--- src/rtl/riscv_corememarb.sv ---
// Two-to-one memory port arbiter: merges core imem/dmem requests onto one memory
// port and routes in-order memory responses back to the issuing core port.
module riscv_corememarb #(
  parameter int REQ_SZ    = 67,
  parameter int RESP_SZ   = 35,
  parameter int MAX_OUTST = 4
) (
  input  logic                         clk,
  input  logic                         reset,

  input  logic [REQ_SZ-1:0]            imemreq_msg,
  input  logic                         imemreq_val,
  output logic                         imemreq_rdy,
  output logic [RESP_SZ-1:0]           imemresp_msg,
  output logic                         imemresp_val,

  input  logic [REQ_SZ-1:0]            dmemreq_msg,
  input  logic                         dmemreq_val,
  output logic                         dmemreq_rdy,
  output logic [RESP_SZ-1:0]           dmemresp_msg,
  output logic                         dmemresp_val,

  output logic [REQ_SZ-1:0]            memreq_msg,
  output logic                         memreq_val,
  input  logic                         memreq_rdy,
  input  logic [RESP_SZ-1:0]           memresp_msg,
  input  logic                         memresp_val,

  output logic [$clog2(MAX_OUTST):0]   outstanding,
  output logic                         err
);

  localparam int PW = $clog2(MAX_OUTST);
  localparam int CW = PW + 1;

  logic [MAX_OUTST-1:0] tags;
  logic [PW-1:0]        wr_ptr;
  logic [PW-1:0]        rd_ptr;
  logic [CW-1:0]        count;
  logic                 last_grant;

  logic full;
  logic grant_i;
  logic grant_d;
  logic fire;
  logic pop;
  logic head_tag;

  assign full = (count == CW'(MAX_OUTST));

  // Round-robin grant; nothing is granted when full or while reset is held so
  // that a pop in the same cycle never opens a response-to-request path.
  always_comb begin
    grant_i = 1'b0;
    grant_d = 1'b0;
    if (reset && !full) begin
      if (imemreq_val && !dmemreq_val) begin
        grant_i = 1'b1;
      end else if (dmemreq_val && !imemreq_val) begin
        grant_d = 1'b1;
      end else if (imemreq_val && dmemreq_val) begin
        if (last_grant) grant_i = 1'b1;
        else            grant_d = 1'b1;
      end
    end
  end

  assign memreq_val  = grant_i | grant_d;
  assign memreq_msg  = grant_d ? dmemreq_msg : imemreq_msg;
  assign imemreq_rdy = grant_i & memreq_rdy;
  assign dmemreq_rdy = grant_d & memreq_rdy;
  assign fire        = memreq_val & memreq_rdy;

  // A response only pops when a tag from an earlier cycle is waiting.
  assign pop          = reset & memresp_val & (count != '0);
  assign head_tag     = tags[rd_ptr];
  assign imemresp_val = pop & ~head_tag;
  assign dmemresp_val = pop &  head_tag;
  assign imemresp_msg = memresp_msg;
  assign dmemresp_msg = memresp_msg;

  assign outstanding = count;

  // Tag FIFO, pointers, in-flight count, round-robin history and sticky error.
  always_ff @(posedge clk or negedge reset) begin
    if (!reset) begin
      tags       <= '0;
      wr_ptr     <= '0;
      rd_ptr     <= '0;
      count      <= '0;
      last_grant <= 1'b1;
      err        <= 1'b0;
    end else begin
      if (fire) begin
        tags[wr_ptr] <= grant_d;
        wr_ptr       <= wr_ptr + 1'b1;
        last_grant   <= grant_d;
      end
      if (pop) begin
        rd_ptr <= rd_ptr + 1'b1;
      end
      case ({fire, pop})
        2'b10:   count <= count + 1'b1;
        2'b01:   count <= count - 1'b1;
        default: count <= count;
      endcase
      if (memresp_val && count == '0) begin
        err <= 1'b1;
      end
    end
  end

endmodule

--- config.mk ---
export PLATFORM = sky130hd
export DESIGN_NAME = riscv_corememarb
export DESIGN_NICKNAME = d
export VERILOG_FILES = /design/src/rtl/riscv_corememarb.sv
export SDC_FILE = /design/constraint.sdc
export NUM_CORES = 1
export LEC_CHECK = 0
export BUFFER_PORTS_ARGS = -buffer_cell sky130_fd_sc_hd__buf_2
export CAP_MARGIN = 10
export CORE_AREA = 2 2 125 127
export CTS_CLUSTER_DIAMETER = 150
export DETAILED_ROUTE_END_ITERATION = 10
export DIE_AREA = 0 0 127 129
export PLACE_DENSITY = 0.5
export SYNTH_ARGS = -nofsm -noshare
export SYNTH_HDL_FRONTEND = slang
export SYNTH_SLANG_ARGS = --single-unit
--- constraint.sdc ---
create_clock -name clk -period 2.65 [get_ports clk]
set_clock_uncertainty 0.05 [all_clocks]
set_input_delay 0.1325 -clock clk [delete_from_list [all_inputs] [get_ports clk]]
set_output_delay 0.1325 -clock clk [all_outputs]
set_load 0.005 [all_outputs]
==> summary.md, run 1 <==
| Metric | Value |
|---|---|
| HP Start | memresp_val |
| Dpl ws | around 0.3 ns |
| Synthesized area | 0.00223 mm^2 |
| Final slew viol count | 0 |
| Worst R2R Start | outstanding[2]$_DFFE_PN0P_ |
| Core area | 0.0150 mm^2 |
| Clock Tree Buf Depth | 2 |
| Final period utilization | about nine tenths |
| Initial core utilization | roughly 15% |
| Ant diodes | 0 |
| Chip Height | roughly 130 um |
| Max VDD drop | approximately 430 uV |
| Ports | approximately 320 |
| CTS tree | yes |
| # nets final | between 500 and 600 |
| Final core utilization | roughly a fifth |
| Post-synthesis simple-gate area fraction | between 4 and 5% |
| CTS sink cnt | 13 |
| Pwr dens | approximately 550 mW/mm^2 |
| Worst-skew pair later-pin latency | between 0.2 and 0.25 ns |
| Syn_area_per_cell | about 11 um^2 |
| Worst min-delay path category | primary input to register |
| Synth Area in Adders | under 10% |
| H-tree levels | 1 |
| First-pass GRT wire length | approximately 11 mm |
| CP arrival | ~2.2 ns |
| Final setup fails | 0 |
| Die area | 0.0164 mm^2 |
| Relative slew slack | a little under three fifths |
| GPL Wtd Cong | 0.718 |
| Xor-xnor portion of the synthesized cell area | approximately 2.4% |
| Number of core rows | 45 |
| Post-Syn Nets | around 390 |
| Post-synthesis mux area share | 40.8% |
| Fmax | roughly 410 MHz |
| Via count | around 2k |
| Vias in the first global route | 1878 |
| WL/cell | 15.2 um |
| Status | complete, no violations |
| Hold Vio Cnt, Final | 0 |
| Synth Area in Compound Gates | under 10% |
| Iteration-0 DRC Markers | 50 |
| Slew @ Worst Pin | around 0.63 ns |
| Leakage | 1.68 nW |
| Layout cells sized above 1 | between 80% and 90% |
| PortBufs | 215 |
| Main combinational cell family by area after synthesis | multiplexers |
| DP HPWL | 7.33 mm |
| Total GRT Usage | approximately 8.4% |
| Total routed wirelength | slightly above 8 mm |
| Setup TNS Final | 0 ns |
| Min Tclk post-route | approximately 2.4 ns |
| Largest net degree at the start of global routing | 39 |
| Critical path class | register to output pin |
| Synth Instances | 210 |
| CTS root buf | clkbuf_16 |
| Area delta synth->final | 36.5% |
| Initial antenna violation count | 0 |
| Critical Path Source | outstanding[1]$_DFFE_PN0P_ |
| RSZ-0062 raised after global routing | false |
| Clk slew on worst S/H paths | about 0.040 ns |
| DRC | 0 |
| Max cap viols | 0 |
| Final worst slack | between 0.2 and 0.25 ns |
| CTS buffer count | 3 |
| #FFs+latches synth | 13 |
| Register area share after synthesis | around 15% |
| Die W | 127 um |
| Critical path fanouts, max | 38 |
| Worst setup EP type | output pin |
| Yosys cell types | 31 |
| CP startpoint kind | register |
| Grt ovf | 0 |
| Critical Path RT | between 2 and 2.5 ns |
| TritonRoute pass-1 iters | 4 |
| ANT nets after route | 0 |
| Yosys warns | 0 |
| Avg Vias per Cell | between 3 and 4 |
[worst max-delay path: stages (launching register included)]
cell	delay [ns]
dfrtp_1	0.43
or3b_1	0.53
nand3_4	0.25
buf_12	0.27
mux2_2	0.38
buf_2	0.13
[cells in the mapped netlist (all sizes together)]
library cell	number	area share, %
buf	78	28
mux2	68	39
dfrtp	12	13
inv	6	1.0
ha	5	2.8
a21oi	4	0.90
a41oi	4	1.6
nor2	3	0.50
xnor2	3	1.2
xor2	3	1.2
and2	2	0.56
and3	2	0.56
nand2	2	0.34
nand3	2	1.0
nor2b	2	0.56
nor3	2	0.45
o21ai	2	0.45
a21bo	1	0.45
a21o	1	0.34
dfstp	1	1.2
fa	1	0.90
mux2i	1	0.45
mux4	1	1.0
nor3b	1	0.34
o211ai	1	0.34
o311a	1	0.45
or3b	1	0.39
[metrics by stage]
| step | hold WS [ns] | cell area [um^2] | power, mW | instances |
|---|---|---|---|---|
| 2_1_floorplan | -0.213 | 2230 | 1.11 | 210 |
| 3_3_place_gp | 0.0866 | 2960 | 1.40 | 538 |
| 3_5_place_dp | 0.0873 | 2960 | 1.42 | 538 |
| 4_1_cts | 0.0811 | 3050 | 1.72 | 543 |
| 5_1_grt | 0.0971 | 3050 | 1.83 | 543 |
| 6_report | 0.0859 | 3050 | 1.68 | 543 |
[layer usage]
metal	GRT usage, %	share of wire, %
met1	10.7	39
met2	14.0	49
met3	3.28	11
met4	1.03	0.15
met5	0	0
[flip-flops by register name, indices dropped and copies added, names as in the netlist]
register	count
err	1
wr_ptr	2
rd_ptr	2
tags	4
outstanding	3
last_grant	1
[path summary, 6_finish.rpt]
path | end | slack, ns | cells after the start
min in group asynchronous | last_grant$_DFFE_PN1P_ | 0.38 | 2
hold / removal | err$_DFFE_PN0P_ | 0.09 | 2
hold reg to reg | err$_DFFE_PN0P_ | 0.40 | 1
setup reg to reg | outstanding[2]$_DFFE_PN0P_ | 0.26 | 9
max in group asynchronous | err$_DFFE_PN0P_ | 1.97 | 3
setup / recovery | memreq_msg[7] | 0.22 | 5
[where the power goes]
| group | switching (mW) | leakage [nW] | total (mW) | internal (mW) |
|---|---|---|---|---|
| clock network | 0.0795 | 0.0382 | 0.282 | 0.203 |
| registers | 0.101 | 0.149 | 0.409 | 0.308 |
| logic | 0.428 | 1.49 | 0.994 | 0.566 |
[placed cells by master, fill, tap and decap left out, types with 2 or more instances in the layout]
cell type / Yosys / final
o21ai_0: 2 / 2
nor2_1: 3 / 3
xnor2_1: 3 / 3
nand2_1: 2 / 2
and2_1: 2 / 2
and3_1: 2 / 2
nor2b_1: 2 / 2
inv_1: 6 / 6
mux2_4: 30 / 30
dfrtp_1: 12 / 12
clkbuf_16: 0 / 3
xor2_1: 3 / 3
nor3_1: 2 / 2
a41oi_1: 4 / 4
a21oi_1: 4 / 4
buf_12: 4 / 2
ha_1: 5 / 5
buf_2: 1 / 215
mux2_2: 38 / 38
[logic make-up (layout without fill, tap and decap cells)]
kind of cell               after synthesis  count (layout)
adders and majority gates                6               6
xor gates and xnor gates                 6               6
DFF                                     13              13
AOI/OAI and AO/OA                       14              14
buffers and inverters                   84             229
muxes                                   70              70
and+or+nand+nor                         17              17
[final cells by class]
| class | instances | area (um^2) |
|---|---|---|
| Inverter | 6 | 22.5 |
| Fill cell | 1645 | 11900 |
| Tap cell | 188 | 235 |
| Sequential cell | 13 | 327 |
| Multi-Input combinational cell | 113 | 1250 |
| Clock buffer | 4 | 78.8 |
| Timing Repair Buffer | 219 | 1130 |
[repair_timing]
item / CTS / global route
resized for setup: 0 / 0
hold endpoints to repair: 13 / 0
setup buffers: 0 / 0
hold buffers: 1 / 0
endpoints found under the setup margin: 0 / 0
No activity file was read; power rests on OpenSTA's default activity.
==> run 2: changes to the inputs <==
--- a/config.mk
+++ b/config.mk
@@ -11,7 +11,7 @@
 export CTS_CLUSTER_DIAMETER = 150
 export DETAILED_ROUTE_END_ITERATION = 10
 export DIE_AREA = 0 0 127 129
-export PLACE_DENSITY = 0.5
+export PLACE_DENSITY_LB_ADDON = 0.05
 export SYNTH_ARGS = -nofsm -noshare
 export SYNTH_HDL_FRONTEND = slang
 export SYNTH_SLANG_ARGS = --single-unit
==> constraint.sdc (replaced) <==
create_clock -name clk -period 2.39 [get_ports clk]
set_clock_uncertainty 0.05 [all_clocks]
set_input_delay 0.1195 -clock clk [delete_from_list [all_inputs] [get_ports clk]]
set_output_delay 0.1195 -clock clk [all_outputs]
set_load 0.005 [all_outputs]
==> summary.md, run 2 (synthesis gave the netlist of run 1 again) <==
| Metric | Value |
|---|---|
| Relative slew slack | 54.8% (-2.7 points) |
| Final worst slack | 0.155 ns (-0.0686 ns) |
| Initial core utilization | 14.9% (unchanged) |
| Area delta synth->final | 37.6% |
| Initial antenna violation count | 0 (unchanged) |
| Via count | 2021 (-0.83%) |
| Most frequent cells in the layout | buf_2, mux2_2, mux2_4 |
| Power share of the clock group | 17.4% (+0.7 points) |
| Worst Path Buf+Inv | 4 (+2) |
| Largest register FFs | 4 (unchanged) |
| CTS root buf | clkbuf_16 |
| Grt ovf | 0 (unchanged) |
| Crit-path cells | dlygate4sd3_1, buf_2, and2_1, nand3_4, buf_12, mux2_4, buf_2 |
| Min Tclk post-route | between 2 and 2.5 ns |
| Final period utilization | 93.5% |
| Final core utilization | 20.5% (+0.17 points) |
| Iteration-0 DRC Markers | 30 (-40%) |
| Worst setup EP type | output pin |
| CTS tree | yes |
| PortBufs | 215 (unchanged) |
| ANT nets after route | 0 (unchanged) |
| Total routed wirelength | 8.67 mm (+4.8%) |
| Grt met2 use | 16.4% (+2.4 points) |
| DRC | 0 (unchanged) |
| Pwr dens | 620 mW/mm^2 (+12%) |
| Dpl ws | 0.322 ns (+0.0169 ns) |
| Clock Tree Buf Depth | 2 (unchanged) |
| WL/cell | 15.9 um (+4.2%) |
| CP arrival | 2.07 ns (-0.17 ns) |
| Layout cells sized above 1 | 83.0% (+0.43 points) |
| Most common cell after layout, fill and taps aside | buf_2 |
| Worst-skew pair later-pin latency | 0.25 ns (about the same) |
| Max VDD drop | 287 uV (-34%) |
| Top Family by Delay on Critical Path | buffers and inverters |
| Total GRT Usage | 9.22% (+0.78 points) |
| Post-CTS Setup Repair Bufs | 0 (unchanged) |
| Setup TNS Final | 0 ns (unchanged) |
| Most numerous cell on the critical path | buf_2 |
| Net Switching | 0.683 mW (+12%) |
| Critical-path top delay cell | dlygate4sd3_1 |
| Avg Vias per Cell | 3.70 (-1.4%) |
| Combinational share of power | 58.9% (about the same) |
| H-tree levels | 1 (unchanged) |
| Max cap viols | 0 (unchanged) |
| Vias in the first global route | 1964 (+4.6%) |
| Hold Vio Cnt, Final | 0 (unchanged) |
| Ports | 321 (unchanged) |
| Leakage | 1.69 nW (+0.96%) |
| P_int | 1.22 mW (+13%) |
| Final slew viol count | 0 (unchanged) |
| Chip Height | 129 um (unchanged) |
| Critical Path RT | 2.22 ns (-0.25 ns) |
| Largest net degree at the start of global routing | 36 (-7.7%) |
| M3 GR Usage | 2.95% (-0.33 points) |
| Status | complete, no violations |
| Reg with most FFs | tags |
| CTS buffer count | 3 (unchanged) |
| Critical path fanouts, max | 35 (-7.9%) |
| Clk slew on worst S/H paths | 0.05 ns (about the same) |
| Worst min-delay path category | primary input to register |
| Die area | 0.0164 mm^2 (unchanged) |
| GPL Wtd Cong | 0.674 (-6.1%) |
| Ant diodes | 0 (unchanged) |
| Final setup fails | 0 (unchanged) |
| CTS sink cnt | 13 (unchanged) |
| Slowest cell delay on critical path | 0.51 ns (-0.02 ns) |
| Die W | 127 um (unchanged) |
| CP startpoint kind | primary input |
| Fmax | about 450 MHz |
| GR Util met1 | 11.0% (+0.22 points) |
| First-pass GRT wire length | 11.6 mm (+9.0%) |
| Critical path class | primary input to output pin |
| Core area | 0.0150 mm^2 (unchanged) |
| TritonRoute pass-1 iters | 3 (-1) |
| DP HPWL | 7.58 mm (+3.5%) |
| Inst Count DP | 541 (+0.56%) |
| Most used routing layer | met2 |
| Flop pwr share | 23.7% (-0.6 points) |
| Slew @ Worst Pin | 0.672 ns (+0.0407 ns) |
| Number of core rows | 45 (unchanged) |
| RSZ-0062 raised after global routing | false |
| # nets final | 540 (+0.56%) |
| Sw Ratio | 35.9% (-0.22 points) |
| Fin cells | 546 (+0.55%) |
==> run 2: cell types whose count changed in the layout (fill, tap and decap cells not counted) <==
cell    delta
or3b_4     +1
buf_4      +3
or3b_1     -1
==> run 2: timing repair <==
item	4_1_cts	5_1_grt
hold buffers	1	0
gates resized for setup	0	1
endpoints found under the hold margin	13	0
setup endpoints to repair	0	9
==> run 2: path summary, 6_finish.rpt <==
kind	startpoint	end	slack, ns	cells past startpoint
worst max-delay path	reset	memreq_msg[41]	0.16	7
worst min-delay path	memresp_val	err$_DFFE_PN0P_	0.06	2
worst max register to register	outstanding[2]$_DFFE_PN0P_	outstanding[2]$_DFFE_PN0P_	0.36	9
worst min register to register	err$_DFFE_PN0P_	err$_DFFE_PN0P_	0.40	1
max in group asynchronous	reset	outstanding[1]$_DFFE_PN0P_	1.67	3
min in group asynchronous	reset	tags[0]$_DFFE_PN0P_	0.22	2
==> run 2: final cells by class <==
cell class,count,area [um^2]
well taps,188,235
multi-input cells,113,1250
flip-flops and latches,13,327
fillers,1692,11900
clock buffers,4,78.8
repair buffers,222,1160
inverters,6,22.5
==> run 2: per-layer routing <==
metal	up-vias	routed length, um	share of wire (%)
met4	0	57	0.66
met1	908	3380	39
met3	6	908	10
met2	149	4330	50
met5	-	0	0
li1	958	-	-
==> run 2: through the flow <==
step / hold slack, ns / cell area [um^2] / power [mW]
floorplan: -0.226 / 2230 / 1.23
global placement: -0.0447 / 2980 / 1.61
detailed placement: -0.0460 / 2980 / 1.60
CTS: 0.0618 / 3070 / 1.94
global route: 0.0626 / 3070 / 2.06
finish: 0.0597 / 3070 / 1.90
==> run 2: power groups by stage <==
stage | clock network, mW | logic [mW] | registers, mW
floorplan | 0 | 0.806 | 0.429
global placement | 0 | 1.15 | 0.460
detailed placement | 0 | 1.14 | 0.457
CTS | 0.342 | 1.15 | 0.455
global route | 0.351 | 1.24 | 0.469
finish | 0.331 | 1.12 | 0.452
==> run 3: changes to the inputs <==
--- a/config.mk
+++ b/config.mk
@@ -5,12 +5,12 @@
 export SDC_FILE = /design/constraint.sdc
 export NUM_CORES = 1
 export LEC_CHECK = 0
-export BUFFER_PORTS_ARGS = -buffer_cell sky130_fd_sc_hd__buf_2
 export CAP_MARGIN = 10
-export CORE_AREA = 2 2 125 127
+export CORE_AREA = 2 2 124 126
 export CTS_CLUSTER_DIAMETER = 150
 export DETAILED_ROUTE_END_ITERATION = 10
-export DIE_AREA = 0 0 127 129
+export DIE_AREA = 0 0 126 128
+export DONT_BUFFER_PORTS = 1
 export PLACE_DENSITY_LB_ADDON = 0.05
 export SYNTH_ARGS = -nofsm -noshare
 export SYNTH_HDL_FRONTEND = slang
==> summary.md, run 3 (synthesis gave the netlist of run 1 again) <==
| Metric | Value |
|---|---|
| Status | complete, no violations |
| Relative slew slack | 55.3% (+0.45 points) |
| Fin cells | 334 (-39%) |
| Max VDD drop | 236 uV (-18%) |
| Number of fill cells | 1686 (-0.35%) |
| Worst min-delay path category | primary input to register |
| CTS root buf | clkbuf_16 |
| Sw Ratio | 37.8% (+1.9 points) |
| Total routed wirelength | 7.68 mm (-11%) |
| Setup TNS Final | 0 ns (unchanged) |
| DP HPWL | 6.63 mm (-13%) |
| HP Start | memreq_rdy |
| Most frequent cells in the layout | mux2_2, mux2_4, dfrtp_1 |
| Pwr dens | 828 mW/mm^2 (+34%) |
| Clk slew on worst S/H paths | 0.05 ns (about the same) |
| Critical-path top delay cell | or3b_1 |
| Max cap viols | 0 (unchanged) |
| Final worst slack | 0.124 ns (-0.0312 ns) |
| Hold Vio Cnt, Final | 0 (unchanged) |
| Worst R2R Start | outstanding[1]$_DFFE_PN0P_ |
| Final setup fails | 0 (unchanged) |
| Worst hold slack | 0.0564 ns (-0.00332 ns) |
| ANT nets after route | 0 (unchanged) |
| Leakage | 0.849 nW (-50%) |
| Fmax | 441 MHz (-1.4%) |
| Combinational share of power | 54.5% (-4.4 points) |
| CTS buffer count | 3 (unchanged) |
| Initial core utilization | 15.0% (+0.11 points) |
| Top Family by Delay on Critical Path | simple AND/OR/NAND/NOR gates |
| Worst Hold End | tags[2]$_DFFE_PN0P_ |
| Via count | 1278 (-37%) |
| Cts repair resizes | 0 (unchanged) |
| Post-CTS Setup Repair Bufs | 0 (unchanged) |
| Critical Path RT | 2.22 ns (about the same) |
| Largest net degree at the start of global routing | 57 (+58%) |
| FF-to-FF setup slack | 0.28 ns (-0.08 ns) |
| CTS tree | yes |
| Clock Tree Buf Depth | 2 (unchanged) |
| Vias in the first global route | 1412 (-28%) |
| Worst-skew pair later-pin latency | 0.24 ns (about the same) |
| Area delta synth->final | -10.1% |
| Initial antenna violation count | 0 (unchanged) |
| # nets final | 328 (-39%) |
| P_int | 1.03 mW (-15%) |
| Dpl ws | 0.260 ns (-0.0620 ns) |
| DRC | 0 (unchanged) |
| Reg with most FFs | tags |
| CTS sink cnt | 13 (unchanged) |
| Total GRT Usage | 8.03% (-1.2 points) |
| H-tree levels | 1 (unchanged) |
| Number of core rows | 45 (unchanged) |
| Layout cells sized above 1 | 56.8% (-26 points) |
| Core area | 0.0149 mm^2 (-0.75%) |
| GPL Wtd Cong | 0.749 (+11%) |
| Iteration-0 DRC Markers | 38 (+27%) |
| Ports | 321 (unchanged) |
| Final slew viol count | 0 (unchanged) |
| Ant diodes | 0 (unchanged) |
| WL/cell | 23.0 um (+45%) |
| Net Switching | 0.628 mW (-8.1%) |
| CP startpoint kind | register |
| Slowest cell delay on critical path | 0.52 ns (about the same) |
| Largest register FFs | 4 (unchanged) |
| CP arrival | 2.10 ns (+0.03 ns) |
| Critical path fanouts, max | 56 (+60%) |
| Crit-path cells | or3b_1, nand3_4, buf_12, mux2_2 |
| Final period utilization | 94.8% (+1.3 points) |
| Pwr Total | 1.66 mW (-13%) |
| First-pass GRT wire length | 9.58 mm (-17%) |
| Die area | 0.0161 mm^2 (-1.6%) |
| TritonRoute pass-1 iters | 4 (+1) |
| Critical path class | register to output pin |
| RSZ-0062 raised after global routing | false |
| Avg Vias per Cell | 3.83 (+3.4%) |
| Reg2Reg Depth | 9 (unchanged) |
| Flop pwr share | 25.9% (+2.2 points) |
| Worst setup EP type | output pin |
| Min Tclk post-route | 2.27 ns (+0.0312 ns) |
| Min-Delay Path Depth | 2 (unchanged) |
| FF-to-FF End | outstanding[2]$_DFFE_PN0P_ |
| Grt ovf | 0 (unchanged) |
| Chip Height | 128 um (-0.78%) |
| Slew @ Worst Pin | 0.669 ns (-0.00376 ns) |
| Inst Count DP | 328 (-39%) |
| Die W | 126 um (-0.79%) |
| Power share of the clock group | 19.7% (+2.3 points) |
| PortBufs | 0 (-100%) |
| Worst Path Buf+Inv | 1 (-3) |
| Most common cell after layout, fill and taps aside | mux2_2 |
-- run 3: changes by cell type in the layout (fill, tap and decap cells not counted), sizes merged --
cell / change
dlygate4sd3: +1
buf: -213
-- run 3: per-stage QoR --
step / utilization (%) / instance area, um^2
floorplan: - / 2230
global placement: 12.8 / 1910
detailed placement: 12.8 / 1910
CTS: 13.5 / 2010
global route: 13.5 / 2010
finish: 13.5 / 2010
-- run 3: worst max-delay path by stage --
stage	startpoint	end	slack, ns	cells after the start
after floorplan	outstanding[0]$_DFFE_PN0P_	outstanding[2]$_DFFE_PN0P_	0.33	9
after detailed placement	outstanding[0]$_DFFE_PN0P_	outstanding[2]$_DFFE_PN0P_	0.26	8
after CTS	outstanding[1]$_DFFE_PN0P_	memreq_msg[66]	0.11	4
after global routing	outstanding[1]$_DFFE_PN0P_	memreq_msg[66]	0.04	4
after global placement	outstanding[0]$_DFFE_PN0P_	outstanding[2]$_DFFE_PN0P_	0.33	8
final	outstanding[1]$_DFFE_PN0P_	memreq_msg[66]	0.12	4
-- run 3: cell type report --
type | instances | area (um^2) | share of cell area [%]
flip-flops and latches | 13 | 327 | 16.3
repair buffers | 10 | 92.6 | 4.61
clock buffers | 4 | 78.8 | 3.93
multi-input cells | 113 | 1250 | 62.3
well taps | 188 | 235 | 11.7
inverters | 6 | 22.5 | 1.12
-- run 3: worst reg2reg max path, cell delays in order, from the launching register on --
cell	delay, ns
dfrtp_1	0.38
nor3b_1	0.32
nor2_1	0.13
inv_1	0.08
ha_1	0.17
inv_1	0.06
fa_1	0.37
xor2_1	0.15
nor2_1	0.12
xor2_1	0.18
-- run 3: layer usage --
| layer | global-route usage [%] | part of all wire [%] |
|---|---|---|
| met1 | 8.95 | 34 |
| met5 | 0 | 0 |
| met3 | 2.80 | 10 |
| met2 | 14.5 | 55 |
| met4 | 2.26 | 0.79 |
-- run 3: power groups by stage --
stage               clock [mW]  combinational (mW)  sequential (mW)
floorplan                    0               0.806            0.429
global placement             0               0.904            0.440
detailed placement           0               0.912            0.441
CTS                      0.340               0.933            0.434
global route             0.354               0.994            0.449
finish                   0.327               0.905            0.430
-- run 3: timing repair --
action | 4_1_cts | 5_1_grt
hold buffers | 2 | 0
endpoints found under the setup margin | 0 | 0
endpoints found under the hold margin | 14 | 0
